==> src/rtl/muldiv_pkg.sv <==
// Shared types and opcode helpers for the RV32M multiply/divide unit.
// Latency: none (types and pure functions only).
// Backpressure: not applicable.
package muldiv_pkg;

   // funct3 encoding of the RV32M instructions
   typedef enum logic [2:0] {
      MUL    = 3'b000,
      MULH   = 3'b001,
      MULHSU = 3'b010,
      MULHU  = 3'b011,
      DIV    = 3'b100,
      DIVU   = 3'b101,
      REM    = 3'b110,
      REMU   = 3'b111
   } muldiv_op_e;

   typedef enum logic [1:0] {
      IDLE,
      BUSY,
      DONE
   } state_e;

   function automatic logic is_div(input muldiv_op_e op);
      return op inside {DIV, DIVU, REM, REMU};
   endfunction

   // rs1 is treated as two's complement
   function automatic logic is_signed_a(input muldiv_op_e op);
      return op inside {MUL, MULH, MULHSU, DIV, REM};
   endfunction

   // rs2 is treated as two's complement (MULHSU keeps rs2 unsigned)
   function automatic logic is_signed_b(input muldiv_op_e op);
      return op inside {MUL, MULH, DIV, REM};
   endfunction

endpackage

==> src/rtl/muldiv_serial_div.sv <==
// Restoring divider on unsigned magnitudes, one quotient bit per cycle.
// Latency: XLEN cycles after start; done is high during the final iteration cycle.
// Backpressure: none; the owner holds quotient/remainder stable by not restarting.
module muldiv_serial_div #(
   parameter int XLEN = 32
) (
   input  logic            clk,
   input  logic            rst_n,
   input  logic            start,
   input  logic            abort,
   input  logic [XLEN-1:0] dividend,
   input  logic [XLEN-1:0] divisor,
   output logic            done,
   output logic [XLEN-1:0] quotient,
   output logic [XLEN-1:0] remainder
);
   localparam int CW = $clog2(XLEN);

   logic            busy;
   logic [CW-1:0]   cnt;
   logic [XLEN-1:0] dvsr;
   logic [XLEN:0]   shifted;
   logic            fits;
   logic [XLEN-1:0] diff;

   // partial remainder shifted left with the next dividend bit (dividend bits live in quotient)
   assign shifted = {remainder, quotient[XLEN-1]};
   assign fits    = (shifted >= {1'b0, dvsr});
   // when the divisor fits the true difference is below dvsr, so XLEN bits suffice
   assign diff    = shifted[XLEN-1:0] - dvsr;
   assign done    = busy && (cnt == CW'(XLEN - 1));

   // load on start, then one restoring step per cycle until XLEN bits are produced
   always_ff @(posedge clk) begin
      if (!rst_n) begin
         busy      <= 1'b0;
         cnt       <= '0;
         dvsr      <= '0;
         quotient  <= '0;
         remainder <= '0;
      end else if (abort) begin
         busy <= 1'b0;
         cnt  <= '0;
      end else if (start) begin
         busy      <= 1'b1;
         cnt       <= '0;
         dvsr      <= divisor;
         quotient  <= dividend;
         remainder <= '0;
      end else if (busy) begin
         remainder <= fits ? diff : shifted[XLEN-1:0];
         quotient  <= {quotient[XLEN-2:0], fits};
         cnt       <= cnt + 1'b1;
         if (done) begin
            busy <= 1'b0;
         end
      end
   end

endmodule

==> src/rtl/muldiv_unit.sv <==
// Iterative RV32M multiply/divide with RISC-V corner-case results; MULDIV_FAST_MUL_EN selects a single-cycle multiplier.
// Latency: XLEN+1 edges from accept to valid_o (1 edge for div-by-zero, overflow and fast multiplies).
// Backpressure: ready_o only in IDLE; result held until ready_i, then one idle bubble before the next accept.
module muldiv_unit
   import muldiv_pkg::*;
#(
   parameter int XLEN = 32
) (
   input  logic            clk,
   input  logic            rst_n,
   input  logic            valid_i,
   output logic            ready_o,
   input  muldiv_op_e      op_i,
   input  logic [XLEN-1:0] a_i,
   input  logic [XLEN-1:0] b_i,
   input  logic            kill_i,
   output logic            valid_o,
   input  logic            ready_i,
   output logic [XLEN-1:0] result_o
);
   localparam int CW = $clog2(XLEN);
   localparam logic [XLEN-1:0] MIN_VAL = {1'b1, {(XLEN-1){1'b0}}};

   state_e          state, state_nxt;
   logic [CW-1:0]   cnt;
   muldiv_op_e      op_q;
   logic [XLEN-1:0] a_q, b_q;
   logic            accept, fast_i;
   logic            sa_i, sb_i, sa_q, sb_q;
   logic [XLEN-1:0] mag_a, mag_b;
   logic            div_done;
   logic [XLEN-1:0] quo, rem;
   logic [2*XLEN-1:0] full;
   logic [XLEN-1:0] res_nxt;

   // divide cases whose result is fixed by the ISA and needs no iteration
   function automatic logic fast_div(input muldiv_op_e op, input logic [XLEN-1:0] a, input logic [XLEN-1:0] b);
      return (is_div(op) && (b == '0)) ||
             ((op inside {DIV, REM}) && (a == MIN_VAL) && (b == '1));
   endfunction

   assign ready_o = (state == IDLE);
   assign accept  = valid_i && ready_o && !kill_i;
   assign sa_i    = is_signed_a(op_i) && a_i[XLEN-1];
   assign sb_i    = is_signed_b(op_i) && b_i[XLEN-1];
   assign mag_a   = sa_i ? -a_i : a_i;
   assign mag_b   = sb_i ? -b_i : b_i;
   assign sa_q    = is_signed_a(op_q) && a_q[XLEN-1];
   assign sb_q    = is_signed_b(op_q) && b_q[XLEN-1];

   // raw operands and op captured at accept; the inputs are don't-care afterwards
   always_ff @(posedge clk) begin
      if (!rst_n) begin
         op_q <= MUL;
         a_q  <= '0;
         b_q  <= '0;
      end else if (accept) begin
         op_q <= op_i;
         a_q  <= a_i;
         b_q  <= b_i;
      end
   end

   muldiv_serial_div #(.XLEN(XLEN)) u_div (
      .clk       (clk),
      .rst_n     (rst_n),
      .start     (accept && is_div(op_i) && !fast_i),
      .abort     (kill_i),
      .dividend  (mag_a),
      .divisor   (mag_b),
      .done      (div_done),
      .quotient  (quo),
      .remainder (rem)
   );

`ifdef MULDIV_FAST_MUL_EN
   logic signed [XLEN:0]     fa, fb;
   logic signed [2*XLEN+1:0] fprod;

   assign fast_i = !is_div(op_i) || fast_div(op_i, a_i, b_i);
   // one wide signed product from registered operands; the extra top bit carries signedness
   assign fa     = $signed({sa_q, a_q});
   assign fb     = $signed({sb_q, b_q});
   assign fprod  = fa * fb;
   assign full   = fprod[2*XLEN-1:0];
`else
   logic [XLEN-1:0]   mcand;
   logic [2*XLEN-1:0] prod;
   logic [XLEN:0]     psum;

   assign fast_i = fast_div(op_i, a_i, b_i);
   assign psum   = {1'b0, prod[2*XLEN-1:XLEN]} + {1'b0, (prod[0] ? mcand : {XLEN{1'b0}})};
   assign full   = (sa_q ^ sb_q) ? -prod : prod;

   // shift-add on magnitudes: multiplier starts in the low half and is consumed LSB first
   always_ff @(posedge clk) begin
      if (!rst_n) begin
         mcand <= '0;
         prod  <= '0;
      end else if (accept && !is_div(op_i)) begin
         mcand <= mag_a;
         prod  <= {{XLEN{1'b0}}, mag_b};
      end else if ((state == BUSY) && !is_div(op_q)) begin
         prod <= {psum, prod[XLEN-1:1]};
      end
   end
`endif

   // final result selection with sign fixup and ISA-defined special cases
   always_comb begin
      res_nxt = full[XLEN-1:0];
      if (op_q inside {MULH, MULHSU, MULHU}) begin
         res_nxt = full[2*XLEN-1:XLEN];
      end
      if (is_div(op_q)) begin
         if (b_q == '0) begin
            res_nxt = (op_q inside {DIV, DIVU}) ? '1 : a_q;
         end else if (fast_div(op_q, a_q, b_q)) begin
            res_nxt = (op_q == DIV) ? MIN_VAL : '0;
         end else if (op_q inside {DIV, DIVU}) begin
            res_nxt = (sa_q ^ sb_q) ? -quo : quo;
         end else begin
            res_nxt = sa_q ? -rem : rem;
         end
      end
   end

   // next-state logic; kill overrides everything
   always_comb begin
      state_nxt = state;
      case (state)
         IDLE: if (accept) state_nxt = fast_i ? DONE : BUSY;
         BUSY: if (is_div(op_q) ? div_done : (cnt == CW'(XLEN - 1))) state_nxt = DONE;
         DONE: if (valid_o && ready_i) state_nxt = IDLE;
         default: state_nxt = IDLE;
      endcase
      if (kill_i) begin
         state_nxt = IDLE;
      end
   end

   // state register and iteration counter
   always_ff @(posedge clk) begin
      if (!rst_n) begin
         state <= IDLE;
         cnt   <= '0;
      end else begin
         state <= state_nxt;
         if (kill_i || accept) begin
            cnt <= '0;
         end else if (state == BUSY) begin
            cnt <= cnt + 1'b1;
         end
      end
   end

   // first DONE cycle registers the fixed-up result; it is then held until consumed
   always_ff @(posedge clk) begin
      if (!rst_n) begin
         valid_o  <= 1'b0;
         result_o <= '0;
      end else if (kill_i) begin
         valid_o <= 1'b0;
      end else if ((state == DONE) && !valid_o) begin
         valid_o  <= 1'b1;
         result_o <= res_nxt;
      end else if (valid_o && ready_i) begin
         valid_o <= 1'b0;
      end
   end

endmodule

==> config.mk <==
export PLATFORM = sky130hd
export DESIGN_NAME = muldiv_unit
export DESIGN_NICKNAME = d
export VERILOG_FILES = /design/src/rtl/muldiv_pkg.sv /design/src/rtl/muldiv_serial_div.sv /design/src/rtl/muldiv_unit.sv
export SDC_FILE = /design/constraint.sdc
export NUM_CORES = 1
export LEC_CHECK = 0
export BUFFER_PORTS_ARGS = -buffer_cell sky130_fd_sc_hd__buf_2
export CORE_MARGIN = 3
export CORE_UTILIZATION = 55
export CTS_CLUSTER_SIZE = 16
export DETAILED_ROUTE_END_ITERATION = 6
export PLACE_DENSITY = 0.7
export SLEW_MARGIN = 20
export SYNTH_ARGS = -nofsm -noshare
export SYNTH_HDL_FRONTEND = slang
export SYNTH_SLANG_ARGS = --single-unit
export TNS_END_PERCENT = 30
==> constraint.sdc <==
create_clock -name clk -period 3.6 [get_ports clk]
set_clock_uncertainty 0.15 [all_clocks]
set_input_delay 0.36 -clock clk [delete_from_list [all_inputs] [get_ports clk]]
set_output_delay 0.36 -clock clk [all_outputs]
set_load 0.02 [all_outputs]
[After elaboration in Yosys (flattened, before gate mapping)]
Cells that the tools add are included.
Storage, ports and cells
  bits in registers: 305
  output and inout port bits: 34
  word-level logic and storage cells: 136
Cells by class
  add/subtract/negate cells: 9
  order comparisons: 1
  equal/unequal tests: 24
  muxes and demuxes: 31
  bitwise operators: 3
  reductions and logical operators: 53
Operator list (number)
  $mux W32: 19
  $eq A32 B32 Y1 const B: 4
  $neg A32 Y32: 4
  $logic_not A32 Y1: 2
  $mux W64: 1
  $neg A64 Y64: 1
  $add A32 B32 Y33: 1
  $ge A33 B32 Y1: 1
  $sub A32 B32 Y32: 1
  $eq A3 B3 Y1 const B: 8
  $logic_and A1 B1 Y1: 19
  $reduce_bool A4 Y1: 4
  $reduce_bool A2 Y1: 6
  $add A5 B1 Y5 const B: 2
  $eq A5 B5 Y1 const B: 2
  $reduce_bool A5 Y1: 2
  $eq A3 B2 Y1 const B: 3
  $mux W2: 4
  $eq A3 B1 Y1 const B: 2
  $logic_not A3 Y1: 2
  $mux W1: 6
  $pmux W2 S3: 1
  $reduce_and A2 Y1: 3
  $reduce_or A2 Y1: 3
  12 further kinds: 20

[Depth between registers and ports, before layout]
Gate-level depths: netlist of run 1.
  depth in word-level cells: 9
  gate-level depth with buffers: 15
  gate-level depth less buffers: 13

[Hierarchy]
A second synthesis of run 1 with hierarchy kept.
Unflattened totals
  cells, all modules: 2817
  area total of the unflattened synthesis: 20973.9 sq um
Modules (own cells, without submodules)
  muldiv_unit: times used 1, cells each 2037, area an instance 14687.8 sq um
  muldiv_serial_div: times used 1, cells each 780, area an instance 6286.0 sq um

[Least setup slack after synthesis of run 1]
Ideal clock, no wire load.
  path kind: reg2reg
  start point: register prod[0]
  end point: register prod[60]
  library setup time: 126 ps
  arrival time: 2981 ps
  data required time: 3324 ps
  setup slack: 343 ps
  cell stages (with the launch flop): 15
  path buffers: 2
  cells stage by stage: dfxtp_1 clkbuf_1 clkbuf_1 nand2_1 inv_1 ha_1 a211oi_1 o21ai_0 a32oi_1 a211oi_1 or3_1 a21o_1 a21oi_1 mux2i_1 o21ai_0
Between the ends
  longest elaborated chain between the ends: 2
Ends and longest elaborated chain
  from (decl): RTL line muldiv_unit.sv:88  | logic [2*XLEN-1:0] prod;
  from (signal assigned): RTL line muldiv_unit.sv:102  | prod <= {{XLEN{1'b0}}, mag_b};
  from (signal assigned): RTL line muldiv_unit.sv:104  | prod <= {psum, prod[XLEN-1:1]};
  $mux W32: RTL line muldiv_unit.sv:92  | assign psum = {1'b0, prod[2*XLEN-1:XLEN]} + {1'b0, (prod[0] ? mcand : {XLEN{1'b0}})};
  $add A32 B32 Y33: RTL line muldiv_unit.sv:92
No other way between the ends.
A chain may end at the register's enable or synchronous reset.

[Final worst setup path of run 1]
  start point: register prod[31]
  end point: register result_o[25]
Between the ends
  longest elaborated chain between the ends: 4
Ends and longest elaborated chain
  $neg A64 Y64: RTL line muldiv_unit.sv:93  | assign full = (sa_q ^ sb_q) ? -prod : prod;
  $mux W64: RTL line muldiv_unit.sv:93
  $mux W32: RTL line muldiv_unit.sv:112  | if (op_q inside {MULH, MULHSU, MULHU}) begin
  $mux W32: RTL line muldiv_unit.sv:115  | if (is_div(op_q)) begin
  to (signal assigned): RTL line muldiv_unit.sv:166  | result_o <= res_nxt;
  to (decl): RTL line muldiv_unit.sv:19  | output logic [XLEN-1:0] result_o
No other way between the ends.

==> flow_summary.json, run 1 <==
{
  "cp_data_required_time_ns": 3.88,
  "stdcell_count": 3381,
  "synth_cell_types": 81,
  "dpl.hpwl_um": 60700,
  "critPathMaxFanout": 6,
  "tightestPinTransition_ns": 0.896,
  "wire_per_inst_um": 23.9,
  "numCtsBuffers": 37,
  "hold_path.class": "input pin to flip-flop",
  "synth_mux_area_share_pct": 0.751,
  "first_global_vias": 20311,
  "drc": 0,
  "fin_crit_sh_pct": 97.5,
  "crit_path_start_kind": "flip-flop",
  "ff2ff_path_depth": 9,
  "synth_top_family_by_area": "compound AO/OA/AOI/OAI gates",
  "synth_async_sr_flop_share_pct": 0,
  "die_area_mm2": 0.0393,
  "end_kind": "flip-flop",
  "cts_sinks": 305,
  "cts-root-buf": "clkbuf_16",
  "drv_cap": 0,
  "synth_fp_nets": 2900,
  "finalHoldViolations": 0,
  "clk_latency_ns": 0.57,
  "synth-xor-area-share_pct": 10.0,
  "area_growth_pct": 16.7,
  "io_buffers": 105,
  "grtUsageTotal_pct": 40.1,
  "cp.arrival_ns": 3.79,
  "p_leak_uw": 0.00932,
  "synthCells": 2752,
  "first_iter_violations": 2890,
  "grt_max_degree": 70,
  "cts_tree": "done",
  "synth_edf_count": 0,
  "num_rows": 69,
  "power_density_mw_per_mm2": 419,
  "final_common_cell": "nand2_1",
  "period_needed_ns": 3.51,
  "overflow": 0,
  "viasPerCell": 6.55,
  "design.core.area_mm2": 0.0360,
  "vias": 22151,
  "drive_gt1_share_pct": 11.0,
  "status": "finished, final reports clean",
  "grt_pass1_wl_um": 122000,
  "gp_congestion": 1.10,
  "nets": 3040,
  "chipWidth_um": 198,
  "synth-compound-area-share_pct": 25.1,
  "rsz0062_at_grt": "false",
  "numPlacedInstances": 3247,
  "htree_num_levels": 2,
  "synth.avg_cell_area_um2": 7.38,
  "finalSetupTns_ns": 0,
  "num_antenna_cells": 0,
  "slew_viol_final": 0,
  "firstDrtPassIters": 6,
  "syn-cell-area_mm2": 0.0203,
  "ios": 106,
  "synthSimpleGateAreaFrac_pct": 24.5,
  "min_path_cells": 3,
  "antenna_found_initial": 3,
  "ys_seq_area_share_pct": 30.0,
  "num-fill-cells": 3192,
  "setup_viol": 0,
  "p_total_uw": 9940,
  "die_h_um": 198,
  "crit_type": "flip-flop to flip-flop",
  "initial_core_util_pct": 56.4,
  "slew_headroom_pct": 39.6,
  "clk_path_buf_depth": 3,
  "multi_input_area_mm2": 0.0133,
  "ys_warn_count": 0,
  "drt_wl_total_um": 80800,
  "ir_drop_uv": 467,
  "most-common-layout-cells": "nand2_1, dfxtp_1, a21oi_1",
  "regArea_mm2": 0.00611,
  "clkSlewWorstSetupHoldPaths_ns": 0.07,
  "ys.flop_type": "dfxtp_1",
  "detail-route-antenna-nets": 0,
  "max_freq_mhz": 285,
  "synthAdderAreaFrac_pct": 4.75,
  "synth-seq-cells": 305
}
power breakdown:
group          leakage, uW  total, uW  switching, uW  internal (uW)
clock             0.000640       4100           1610           2490
sequential         0.00248       3640            143           3500
combinational      0.00620       2210           1420            788
total              0.00932       9940           3170           6770
through the flow:
| step | hold slack, ns | util (%) | cell area, um^2 | setup slack [ns] |
|---|---|---|---|---|
| finish | 0.0126 | 65.9 | 23700 | 0.0896 |
| detailed placement | 0.281 | 60.2 | 21700 | 0.0276 |
| floorplan | 0.282 | - | 20300 | 0.343 |
| CTS | 0.000598 | 65.7 | 23700 | 0.0356 |
| global placement | 0.272 | 60.2 | 21700 | 0.109 |
| global route | 0.0154 | 65.9 | 23700 | 0.00956 |
registers in the layout (all words and copies together), names as in the netlist, 32 cells and up:
register and count:
a_q 32, b_q 32, mcand 32, prod 64, result_o 32, u_div.dvsr 32, u_div.quotient 32, u_div.remainder 32
kinds of logic after synthesis:
| logic type | Yosys count |
|---|---|
| muxes | 15 |
| buffers and inverters | 255 |
| AOI/OAI and AO/OA | 804 |
| DFF | 305 |
| adders and majority gates | 76 |
| and+or+nand+nor | 1065 |
| xor gates and xnor gates | 232 |
what timing repair did:
item | in CTS | in global routing
buffers inserted | 0 | 3
hold endpoints to repair | 64 | 0
gates resized for setup | 0 | 8
hold buffers | 64 | 0
setup endpoints to repair | 0 | 33
layout make-up:
cell class                      instances  area share [%]
Multi-Input combinational cell       2192            56.2
Inverter                               79            1.27
Tap cell                              461            2.43
Sequential cell                       305            25.8
Clock buffer                           48            4.38
Timing Repair Buffer                  277            8.76
Clock inverter                         19            1.20
Yosys cell counts, types with 8 or more instances:
library cell,count,area [um^2]
nand3_1,42,210
o41ai_1,15,131
nor4_1,33,206
nor2_1,217,815
a21o_1,27,203
xnor2_1,118,1030
nand4_1,38,238
o31ai_1,34,255
dfxtp_1,305,6110
a311oi_1,14,123
ha_1,74,926
inv_1,77,289
nand2b_1,21,131
clkbuf_1,161,604
a221oi_1,14,123
o21ai_0,157,786
a21oi_1,256,1280
or4_1,21,158
mux2i_1,13,130
or3_1,23,144
a211oi_1,125,938
xor2_1,114,998
a22oi_1,13,97.6
nor3_1,53,265
a31oi_1,24,150
nand2_1,461,1730
o211ai_1,32,240
o21ai_1,8,40.0
o21a_1,13,97.6
nor2b_1,15,93.8
o22ai_1,11,68.8
and2_1,42,263
and3_1,63,394
or2_2,8,50.1
critical path: stages (launching register included):
cell	delay, ns
dfxtp_1	0.36
or4_1	0.58
or3_1	0.38
or4b_4	0.58
or2_1	0.30
o21ai_0	0.25
xor2_1	0.38
a21oi_1	0.18
a21oi_1	0.15
a221oi_1	0.09
final timing paths:
path / start / to / slack, ns
max reg2reg: prod[31] / result_o[25] / 0.09
max: prod[31] / result_o[25] / 0.09
min reg2reg: result_o[16] / result_o[16] / 0.28
min: a_i[7] / a_q[7] / 0.01
routing by layer:
metal | vias up | routed length, um | global-route usage [%]
li1 | 10123 | - | -
met1 | 10499 | 34000 | 57.3
met2 | 1335 | 34000 | 59.3
met3 | 192 | 10000 | 10.0
met4 | 2 | 2760 | 12.9
met5 | - | 13 | 0
Power figures use the tool's default switching activity.
==> inputs of run 2 (changes only) <==
==> constraint.sdc (replaced) <==
create_clock -name clk -period 3.6 [get_ports clk]
set_clock_uncertainty 0.15 [all_clocks]
set_input_delay 0.18 -clock clk [delete_from_list [all_inputs] [get_ports clk]]
set_output_delay 0.18 -clock clk [all_outputs]
set_load 0.02 [all_outputs]
==> run 2 against run 1 <==
  * Global-route usage decreased by 0.68 points
  * Sequential power hardly changed
  * Largest cell class unchanged
  * Final area down 0.16%
  * Combinational power about the same
  * Sequential share of layout area barely moved
  * Via count fell by 0.58%
  * Clock power down 3%
  * Setup slack better by 0.050 ns
==> flow_summary.json, run 2 (synthesis results as in run 1) <==
{
  "first_global_vias": 19879,
  "crit_path_start_kind": "flip-flop",
  "regArea_mm2": 0.00611,
  "most-common-layout-cells": "nand2_1, dfxtp_1, a21oi_1",
  "grtUsageTotal_pct": 39.4,
  "end_kind": "flip-flop",
  "power_density_mw_per_mm2": 414,
  "die_area_mm2": 0.0393,
  "detail-route-antenna-nets": 0,
  "vias": 22023,
  "drt_wl_total_um": 80000,
  "final_common_cell": "nand2_1",
  "whs_ns": 0.244,
  "r2r_end": "result_o[25]",
  "overflow": 0,
  "chipWidth_um": 198,
  "finalHoldViolations": 0,
  "antenna_found_initial": 2,
  "slew_viol_final": 0,
  "post_dp_cell_area_mm2": 0.0217,
  "viasPerCell": 6.50,
  "num_rows": 69,
  "rsz0062_at_grt": "true",
  "crit_type": "flip-flop to flip-flop",
  "grt_max_degree": 88,
  "largest_reg_flops": 64,
  "final_design_area_no_fill_mm2": 0.0237,
  "min_path_cells": 4,
  "ios": 106,
  "fin_crit_sh_pct": 96.1,
  "min_to": "prod[25]",
  "drive_gt1_share_pct": 10.7,
  "status": "finished, final reports clean",
  "finalSetupTns_ns": 0,
  "cts_sinks": 305,
  "multi_input_area_mm2": 0.0133,
  "gp_congestion": 1.11,
  "r2r-start": "prod[18]",
  "drc": 0,
  "cp_data_required_time_ns": 3.85,
  "first_iter_violations": 2634,
  "io_buffers": 105,
  "setup_viol": 0,
  "firstDrtPassIters": 6,
  "dpl.hpwl_um": 59800,
  "die_h_um": 198,
  "design.core.area_mm2": 0.0360,
  "tightestPinTransition_ns": 1.07,
  "ff2ff_path_depth": 10,
  "largest_register": "prod",
  "r2r_slack_ns": 0.14,
  "ir_drop_uv": 373,
  "slew_headroom_pct": 28.2,
  "hp-start": "op_i[2]",
  "drv_cap": 0,
  "nets": 3046,
  "cts-root-buf": "clkbuf_16",
  "post-place-ws_ns": 0.233,
  "max_freq_mhz": 289,
  "cp.arrival_ns": 3.71,
  "clkSlewWorstSetupHoldPaths_ns": 0.06,
  "htree_num_levels": 2,
  "clk_latency_ns": 0.56,
  "critPathMaxFanout": 8,
  "p_leak_uw": 0.00933,
  "num-fill-cells": 3130,
  "numCtsBuffers": 38,
  "clk_path_buf_depth": 3,
  "setup_ws_ns": 0.140,
  "period_needed_ns": 3.46,
  "cts_tree": "done",
  "initial_core_util_pct": 56.4,
  "cts_setup_buffers": 0,
  "wire_per_inst_um": 23.6,
  "hold_path.class": "input pin to flip-flop",
  "final_util_pct": 65.8,
  "grt_pass1_wl_um": 120000,
  "area_growth_pct": 16.5
}
==> run 2: layer usage <==
| metal | vias to the layer above | GRT usage (%) | share of wire [%] |
|---|---|---|---|
| met5 | - | 0 | 0.013 |
| met4 | 2 | 10.6 | 3.0 |
| met3 | 170 | 9.38 | 12 |
| met2 | 1309 | 59.9 | 43 |
| met1 | 10401 | 56.2 | 42 |
| li1 | 10141 | - | - |
==> run 2: per-stage QoR <==
step | total power [uW] | cells
finish | 9790 | 3387
global route | 10100 | 3386
CTS | 9720 | 3386
detailed placement | 5740 | 3248
global placement | 5720 | 3248
floorplan | 4950 | 2752
==> run 2: how the worst max path moves through the flow <==
stage | cells past startpoint | endpoint | from
2_1_floorplan | 14 | prod[60] | prod[0]
3_3_place_gp | 9 | result_o[14] | prod[7]
3_5_place_dp | 9 | result_o[14] | prod[31]
4_1_cts | 13 | prod[55] | prod[0]
5_1_grt | 12 | prod[60] | prod[0]
6_report | 10 | result_o[25] | prod[18]
==> run 2: report_power, final <==
group | internal (uW) | total (uW) | switching (uW)
clock | 2390 | 3960 | 1570
combinational | 778 | 2190 | 1420
sequential | 3500 | 3640 | 141
==> run 2: cell type report <==
cell class | instances | area share [%]
Tap cell | 461 | 2.44
Inverter | 79 | 1.27
Sequential cell | 305 | 25.8
Timing Repair Buffer | 282 | 8.90
Antenna cell | 1 | 0.0106
Clock inverter | 18 | 0.967
Clock buffer | 49 | 4.37
Multi-Input combinational cell | 2192 | 56.3
==> run 2: repair_timing <==
| item | in CTS | in global routing |
|---|---|---|
| hold buffers | 71 | 0 |
| setup endpoints to repair | 0 | 6 |
| endpoints found under the hold margin | 141 | 0 |
| resized for setup | 0 | 6 |
==> run 2: critical path: stages (launching register included) <==
cell	delay (ns)
dfxtp_1	0.38
or4_1	0.64
nor3_1	0.46
nand4_1	0.24
buf_4	0.24
or2_1	0.25
o21ai_0	0.24
xor2_1	0.35
a21oi_1	0.14
a21oi_1	0.13
a221oi_1	0.09
